===== src/rtl/multicycle_datapath.sv =====
// multicycle_datapath: multicycle RV32I datapath with one unified memory port.
// An external controller sequences the stage registers (PC, OldPC, IR, Data,
// A, B, ALUOut). A small req/ack FSM adds memory wait states and raises stall
// so the controller freezes until the transaction is acknowledged.
// Optional feature macro: DP_PERF_COUNTERS_EN builds cycle/fetch/stall counters;
// without it the perf outputs are tied to zero.
module multicycle_datapath #(
    parameter int              XLEN      = 32,
    parameter int              REG_COUNT = 32,
    parameter logic [XLEN-1:0] RESET_PC  = '0
) (
    input  logic            clk,
    input  logic            rst,
    input  logic            PCWrite,
    input  logic            AdrSrc,
    input  logic            MemAccess,
    input  logic            MemWrite,
    input  logic            IRWrite,
    input  logic            RegWrite,
    input  logic [1:0]      ALUSrcA,
    input  logic [1:0]      ALUSrcB,
    input  logic [2:0]      ALUControl,
    input  logic [2:0]      ImmSrc,
    input  logic [1:0]      ResultSrc,
    output logic            zero,
    output logic [6:0]      opcode,
    output logic [2:0]      func3,
    output logic [6:0]      func7,
    output logic            stall,
    output logic            mem_req,
    output logic            mem_we,
    output logic [XLEN-1:0] mem_addr,
    output logic [XLEN-1:0] mem_wdata,
    input  logic [XLEN-1:0] mem_rdata,
    input  logic            mem_ack,
    output logic [31:0]     perf_cycles,
    output logic [31:0]     perf_fetch,
    output logic [31:0]     perf_stall
);

    typedef enum logic {MEM_IDLE, MEM_WAIT} mem_state_t;

    mem_state_t      mem_state;
    logic [XLEN-1:0] pc, old_pc, ir, data, a, b, alu_out;
    // Storage covers the full 5-bit index space; entries at or above
    // REG_COUNT are never written and read back as zero.
    logic [XLEN-1:0] rf [32];
    logic [XLEN-1:0] lat_addr, lat_wdata;
    logic            lat_we, lat_irw;

    logic [XLEN-1:0] imm_ext, src_a, src_b, alu_result, result, rd1, rd2;
    logic            waiting, mem_done, done_we, done_irw;
    logic [4:0]      rs1, rs2, rd;

    function automatic logic reg_ok(input logic [4:0] idx);
        return (idx != 5'd0) && (int'(idx) < REG_COUNT);
    endfunction

    assign rs1    = ir[19:15];
    assign rs2    = ir[24:20];
    assign rd     = ir[11:7];
    assign opcode = ir[6:0];
    assign func3  = ir[14:12];
    assign func7  = ir[31:25];

    assign rd1 = reg_ok(rs1) ? rf[rs1] : '0;
    assign rd2 = reg_ok(rs2) ? rf[rs2] : '0;

    // Immediate generator: every format sign-extended from IR[31]
    always_comb begin
        imm_ext = '0;
        case (ImmSrc)
            3'b000:  imm_ext = XLEN'($signed(ir[31:20]));
            3'b001:  imm_ext = XLEN'($signed({ir[31:25], ir[11:7]}));
            3'b010:  imm_ext = XLEN'($signed({ir[31], ir[7], ir[30:25], ir[11:8], 1'b0}));
            3'b011:  imm_ext = XLEN'($signed({ir[31], ir[19:12], ir[20], ir[30:21], 1'b0}));
            3'b100:  imm_ext = XLEN'($signed({ir[31:12], 12'b0}));
            default: imm_ext = '0;
        endcase
    end

    // ALU operand selection
    always_comb begin
        src_a = '0;
        case (ALUSrcA)
            2'b00:   src_a = pc;
            2'b01:   src_a = old_pc;
            2'b10:   src_a = a;
            default: src_a = '0;
        endcase
        src_b = '0;
        case (ALUSrcB)
            2'b00:   src_b = b;
            2'b01:   src_b = imm_ext;
            2'b10:   src_b = XLEN'(4);
            default: src_b = '0;
        endcase
    end

    // ALU: wraparound arithmetic, 0/1 compares, logical right shift
    always_comb begin
        alu_result = '0;
        case (ALUControl)
            3'b000: alu_result = src_a + src_b;
            3'b001: alu_result = src_a - src_b;
            3'b010: alu_result = src_a & src_b;
            3'b011: alu_result = src_a | src_b;
            3'b100: alu_result = {{(XLEN-1){1'b0}}, ($signed(src_a) < $signed(src_b))};
            3'b101: alu_result = src_a ^ src_b;
            3'b110: alu_result = {{(XLEN-1){1'b0}}, (src_a < src_b)};
            3'b111: alu_result = src_a >> src_b[4:0];
        endcase
    end

    assign zero = (alu_result == '0);

    // Result bus feeding PC, regfile and the memory address mux
    always_comb begin
        result = alu_out;
        case (ResultSrc)
            2'b00: result = alu_out;
            2'b01: result = data;
            2'b10: result = alu_result;
            2'b11: result = imm_ext;
        endcase
    end

    // While waiting, the latched request drives the port and the live
    // controller inputs are ignored. The store strobe only asserts with a request.
    assign waiting   = (mem_state == MEM_WAIT);
    assign mem_req   = waiting | MemAccess;
    assign mem_addr  = waiting ? lat_addr  : (AdrSrc ? result : pc);
    assign mem_wdata = waiting ? lat_wdata : b;
    assign mem_we    = waiting ? lat_we    : (MemAccess & MemWrite);
    assign stall     = waiting ? ~mem_ack  : (MemAccess & ~mem_ack);
    assign mem_done  = mem_req & mem_ack;
    assign done_we   = waiting ? lat_we    : MemWrite;
    assign done_irw  = waiting ? lat_irw   : IRWrite;

    // Memory handshake: capture an unacknowledged request and hold it until ack
    always_ff @(posedge clk or posedge rst) begin
        if (rst) begin
            mem_state <= MEM_IDLE;
            lat_addr  <= '0;
            lat_wdata <= '0;
            lat_we    <= 1'b0;
            lat_irw   <= 1'b0;
        end else if (!waiting) begin
            if (MemAccess && !mem_ack) begin
                mem_state <= MEM_WAIT;
                lat_addr  <= mem_addr;
                lat_wdata <= mem_wdata;
                lat_we    <= MemWrite;
                lat_irw   <= IRWrite;
            end
        end else if (mem_ack) begin
            mem_state <= MEM_IDLE;
        end
    end

    // Stage registers: A/B/ALUOut free-run, PC/IR/Data gated by stall and ack
    always_ff @(posedge clk or posedge rst) begin
        if (rst) begin
            pc      <= RESET_PC;
            old_pc  <= '0;
            ir      <= '0;
            data    <= '0;
            a       <= '0;
            b       <= '0;
            alu_out <= '0;
        end else begin
            a       <= rd1;
            b       <= rd2;
            alu_out <= alu_result;
            if (PCWrite && !stall)
                pc <= result;
            if (mem_done && !done_we) begin
                if (done_irw) begin
                    ir     <= mem_rdata;
                    old_pc <= pc;
                end else begin
                    data   <= mem_rdata;
                end
            end
        end
    end

    // Register file write port; x0 and out-of-range indices are dropped
    always_ff @(posedge clk or posedge rst) begin
        if (rst) begin
            for (int i = 0; i < 32; i++)
                rf[i] <= '0;
        end else if (RegWrite && !stall && reg_ok(rd)) begin
            rf[rd] <= result;
        end
    end

`ifdef DP_PERF_COUNTERS_EN
    logic [31:0] cyc_cnt, fetch_cnt, stall_cnt;

    // Performance counters, all wrapping at 2^32
    always_ff @(posedge clk or posedge rst) begin
        if (rst) begin
            cyc_cnt   <= '0;
            fetch_cnt <= '0;
            stall_cnt <= '0;
        end else begin
            cyc_cnt <= cyc_cnt + 32'd1;
            if (mem_done && !done_we && done_irw)
                fetch_cnt <= fetch_cnt + 32'd1;
            if (stall)
                stall_cnt <= stall_cnt + 32'd1;
        end
    end

    assign perf_cycles = cyc_cnt;
    assign perf_fetch  = fetch_cnt;
    assign perf_stall  = stall_cnt;
`else
    assign perf_cycles = '0;
    assign perf_fetch  = '0;
    assign perf_stall  = '0;
`endif

endmodule

===== config.mk =====
export PLATFORM = sky130hd
export DESIGN_NAME = multicycle_datapath
export DESIGN_NICKNAME = d
export VERILOG_FILES = /design/src/rtl/multicycle_datapath.sv
export SDC_FILE = /design/constraint.sdc
export NUM_CORES = 2
export LEC_CHECK = 0
export BUFFER_PORTS_ARGS = -buffer_cell sky130_fd_sc_hd__buf_2
export CORE_MARGIN = 5
export CORE_UTILIZATION = 58
export DETAILED_ROUTE_END_ITERATION = 7
export PLACE_DENSITY_LB_ADDON = 0.05
export SLEW_MARGIN = 10
export SYNTH_ARGS = -nofsm -noshare
export SYNTH_HDL_FRONTEND = slang
export SYNTH_SLANG_ARGS = --single-unit

===== constraint.sdc =====
create_clock -name clk -period 123.5 [get_ports clk]
set_input_delay 24.7 -clock clk [delete_from_list [all_inputs] [get_ports clk]]
set_output_delay 24.7 -clock clk [all_outputs]
set_load 0.01 [all_outputs]

==> metrics.md <==
| Metric | Value |
|---|---|
| Final-stage net count | `6884` |
| Setup repair after global routing missed its margin | `no` |
| Final worst path period need | `57.38 ns` |
| Congestion Overflow GR | `0` |
| Cell Int Power | `0.00118 W` |
| Total vias in the final route | `57.1k` |
| Die height | `366 um` |
| Worst reg2reg setup slack | `116.37 ns` |
| Die area | `0.134 mm^2` |
| Wire length of the first global-routing pass | `382000 um` |
| Deepest clock path buffer count | `3` |
| Crit path required time | `98.80 ns` |
| First-iteration detailed-routing DRC count | `6734` |
| Clock skew after layout | `0.0537 ns` |
| Run status | `complete, no violations` |
| Proportion of layout cells with a drive suffix above 1 | `0.204` |
| Fraction of power consumed by combinational cells | `0.382` |
| Max-cap viol count | `0` |
| Tot GR Track Use | `0.393` |
| Total count of max-transition violations in the final report | `0` |
| Worst Hold Slack | `0.399 ns` |
| Initial standard-cell utilization of the core | `0.584` |
| Number of hold buffers added after CTS | `0` |
| Worst IR Drop VDD | `26.5 uV` |
| Router iterations before antenna repair | `6` |
| Post-detail-place hpwl | `166000 um` |
| Average via count per standard cell | `6.72` |
| CTS tree | `yes` |
| Source-to-sink clock delay at the later pin of the worst-skew pair | `0.79 ns` |
| Post_cts resized | `0` |
| Most frequent cells in the layout | `sky130_fd_sc_hd__dfrtp_1 (1304), sky130_fd_sc_hd__nand2_1 (1255), sky130_fd_sc_hd__o21ai_0 (1101), sky130_fd_sc_hd__mux4_2 (503), sky130_fd_sc_hd__nor2_1 (275)` |
| Net switching power | `0.000744 W` |
| Static Leakage | `35.3 nW` |
| Number of global-route vias before repair | `55.6k` |
| Number of failing setup endpoints in the final timing report | `0` |
| Number of endpoints with negative hold slack in the final report | `0` |
| Proportion of power drawn by the clock network | `0.238` |
| Switching fraction of total power | `0.387` |
| Leading register cell type out of synthesis | `sky130_fd_sc_hd__dfrtp_1` |
| Number of enable flip-flop cells after synthesis | `0` |
| Number of antenna violations at the first check in global routing | `21` |
| Class of the worst hold path | `register to register` |
| Power density cells | `24.2 mW/mm^2` |
| Count of distinct cell types in the synthesized netlist | `90` |
| Count of state elements after synthesis | `1315` |
| Portion of the post-synthesis area used by sequential elements | `0.449` |
| Cell at the root of the clock tree | `sky130_fd_sc_hd__clkbuf_16` |
| Yosys warning total | `0` |
| Leading cell type in the layout, fill and taps excluded | `sky130_fd_sc_hd__dfrtp_1` |
| Setup Crit Path Kind | `primary input to output port` |
| Worst slew pin tran | `1.22 ns` |
| Setup tns final | `0 ns` |
| Overall routed net length | `261000 um` |
| Final cycle utilization of the critical path | `0.465` |
| Post-synthesis to final-layout area growth | `8.33%` |
| Netlist area before placement | `0.0733 mm^2` |
| Portion of total power attributed to sequential cells | `0.380` |
| Clock sinks | `1315` |
| Number of DRC violations after detailed routing | `0` |
| Number of CTS-inserted buffers | `143` |
| Detail Route Antenna Nets | `0` |
| Most frequent cell on the critical path | `sky130_fd_sc_hd__o21a_1` |
| Cell with the largest stage delay on the worst path | `sky130_fd_sc_hd__nor4_1` |
| Horizontal die dimension | `366 um` |
| Site Rows | `130` |
| Average instance area after synthesis | `10.5 um^2` |
| Average wire length per cell after detail routing | `30.8 um` |
| Critical Path AT | `32.68 ns` |
| Critical Path Source Type | `primary input` |
| Clock edge transition at the registers on the reported setup and hold paths | `0.06 ns` |
| Share of synthesized registers carrying an async set or reset | `1.00` |
| Critical Path, Cell by Cell | `buf_2 -> nor2b_2 -> buf_4 -> nand2_1 -> o21ai_1 -> ha_1 -> o21a_1 -> o31a_1 -> o21a_1 -> o21a_1 -> a2111oi_0 -> o311ai_0 -> o32a_1 -> or4_1 -> nor4_1 -> nand4_1 -> or4_1 -> nor4_2 -> buf_2` |
| Delay of the slowest cell on the worst path | `0.94 ns` |
| Cells after synthesis | `7014` |
| Maximum number of pins on one net before global-route repair | `123` |
| CP max FO | `33` |
| Layout filler cell count | `10.3k` |
| H-tree levels | `4` |
| Post-CTS Repair Setup Buffers | `0` |
| Number of buffer cells added on primary ports | `137` |
| Worst slew margin relative to its limit | `0.179` |
| I/O pin count | `234` |
| Final Wtd Congestion | `1.04` |
| Endpoint class of the critical path | `output port` |
| Placeable core area | `0.126 mm^2` |
| Peak Freq | `17.4 MHz` |
## stage by stage
step	area [um^2]	power (W)	util	setup slack, ns	instances
2_1_floorplan	73700	0.00121	-	61.73	7109
4_1_cts	79400	0.00191	0.633	66.46	8497
6_report	79400	0.00192	0.633	66.12	8502
3_3_place_gp	74400	0.00143	0.593	66.60	8238
5_1_grt	79400	0.00202	0.633	66.02	8497
3_5_place_dp	74400	0.00145	0.593	66.48	8238
## worst max-delay path: cells and delay by family
family	cells	cell delay (ns)
adder cells (fa/ha/maj)	1	0.46
buffers and inverters	3	1.24
AO/OA/AOI/OAI	8	2.62
AND/OR/NAND/NOR	7	3.59
## final timing paths
| path | cells past startpoint | from | to |
|---|---|---|---|
| hold / removal | 0 | rf[1009] | rf[1009] |
| hold reg to reg | 0 | rf[1009] | rf[1009] |
| max in group asynchronous | 7 | rst | rf[174] |
| setup / recovery | 19 | ALUSrcA[1] | zero |
| setup reg to reg | 16 | ir[31] | lat_addr[26] |
| min in group asynchronous | 2 | rst | rf[374] |
## sequential cells by signal, indices dropped and copies added (netlist names)
name and cells:
a 32, alu_out 32, b 32, data 32
ir 32, lat_addr 32, lat_irw 1, lat_wdata 32
lat_we 1, mem_state 1, old_pc 32, pc 32
rf 1024
## cells in the mapped netlist (8+ instances only)
cell type	count	share of area
sky130_fd_sc_hd__a2111oi_0	16	0.0019
sky130_fd_sc_hd__a211o_1	33	0.0039
sky130_fd_sc_hd__a211oi_1	53	0.0054
sky130_fd_sc_hd__a21o_1	17	0.0017
sky130_fd_sc_hd__a21oi_1	215	0.015
sky130_fd_sc_hd__a221oi_1	54	0.0064
sky130_fd_sc_hd__a22o_1	20	0.0024
sky130_fd_sc_hd__and2_1	10	0.00085
sky130_fd_sc_hd__and3_1	9	0.00077
sky130_fd_sc_hd__buf_1	86	0.0044
sky130_fd_sc_hd__buf_2	24	0.0016
sky130_fd_sc_hd__buf_4	117	0.012
sky130_fd_sc_hd__clkbuf_1	555	0.028
sky130_fd_sc_hd__dfrtp_1	1315	0.45
sky130_fd_sc_hd__ha_1	96	0.016
sky130_fd_sc_hd__inv_1	107	0.0055
sky130_fd_sc_hd__mux2_2	267	0.041
sky130_fd_sc_hd__mux2i_1	251	0.034
sky130_fd_sc_hd__mux4_2	503	0.15
sky130_fd_sc_hd__nand2_1	1289	0.066
sky130_fd_sc_hd__nand2b_1	29	0.0025
sky130_fd_sc_hd__nand3_1	27	0.0018
sky130_fd_sc_hd__nand4_1	12	0.0010
sky130_fd_sc_hd__nor2_1	277	0.014
sky130_fd_sc_hd__nor2b_1	21	0.0018
sky130_fd_sc_hd__nor3_1	61	0.0042
sky130_fd_sc_hd__nor3b_1	35	0.0036
sky130_fd_sc_hd__nor4_1	11	0.00094
sky130_fd_sc_hd__o211ai_1	16	0.0016
sky130_fd_sc_hd__o21a_1	17	0.0017
sky130_fd_sc_hd__o21ai_0	1110	0.076
sky130_fd_sc_hd__o21ai_1	8	0.00055
sky130_fd_sc_hd__o21bai_1	9	0.00092
sky130_fd_sc_hd__o221ai_1	46	0.0055
sky130_fd_sc_hd__o22ai_1	71	0.0061
sky130_fd_sc_hd__o2bb2ai_1	31	0.0037
sky130_fd_sc_hd__o31a_1	8	0.00096
sky130_fd_sc_hd__o31ai_1	20	0.0020
sky130_fd_sc_hd__or2_2	17	0.0015
sky130_fd_sc_hd__or3_1	10	0.00085
sky130_fd_sc_hd__or4_1	9	0.00092
sky130_fd_sc_hd__xnor2_1	12	0.0014
## routing by layer
layer  routed length [um]  track usage  up-vias
li1                     -            -    24546
met1               103000        0.535    28804
met2               118000        0.601     3038
met3                25300       0.0912      755
met4                15300        0.193        4
met5                   23            0        -
## final cells by class
cell class | count | area [um^2] | area share
Antenna cell | 5 | 12.5 | 0.000158
Clock buffer | 207 | 4200 | 0.0529
Clock inverter | 52 | 817 | 0.0103
Inverter | 115 | 442 | 0.00556
Multi-Input combinational cell | 4890 | 37200 | 0.469
Sequential cell | 1315 | 32900 | 0.415
Tap cell | 1650 | 2060 | 0.0260
Timing Repair Buffer | 268 | 1730 | 0.0218
## cell families (layout without fill, tap and decap cells)
kind of cell,count (synthesis),count (layout),share of synthesized area
buffers and inverters,904,642,0.0534
DFF,1315,1315,0.449
muxes,1025,1025,0.231
xor gates and xnor gates,19,19,0.00253
other,1,101,0.0000511
AOI/OAI and AO/OA,1818,1818,0.145
adders and majority gates,98,98,0.0169
and+or+nand+nor,1834,1834,0.103
## power groups by stage
stage               logic, W  clock network, W  registers [W]
detailed placement  0.000723                 0       0.000732
floorplan           0.000537                 0       0.000669
finish              0.000735          0.000457       0.000731
CTS                 0.000725          0.000461       0.000726
global route        0.000789          0.000480       0.000748
global placement    0.000713                 0       0.000721
Note: power is estimated with default switching activity, not from simulation.
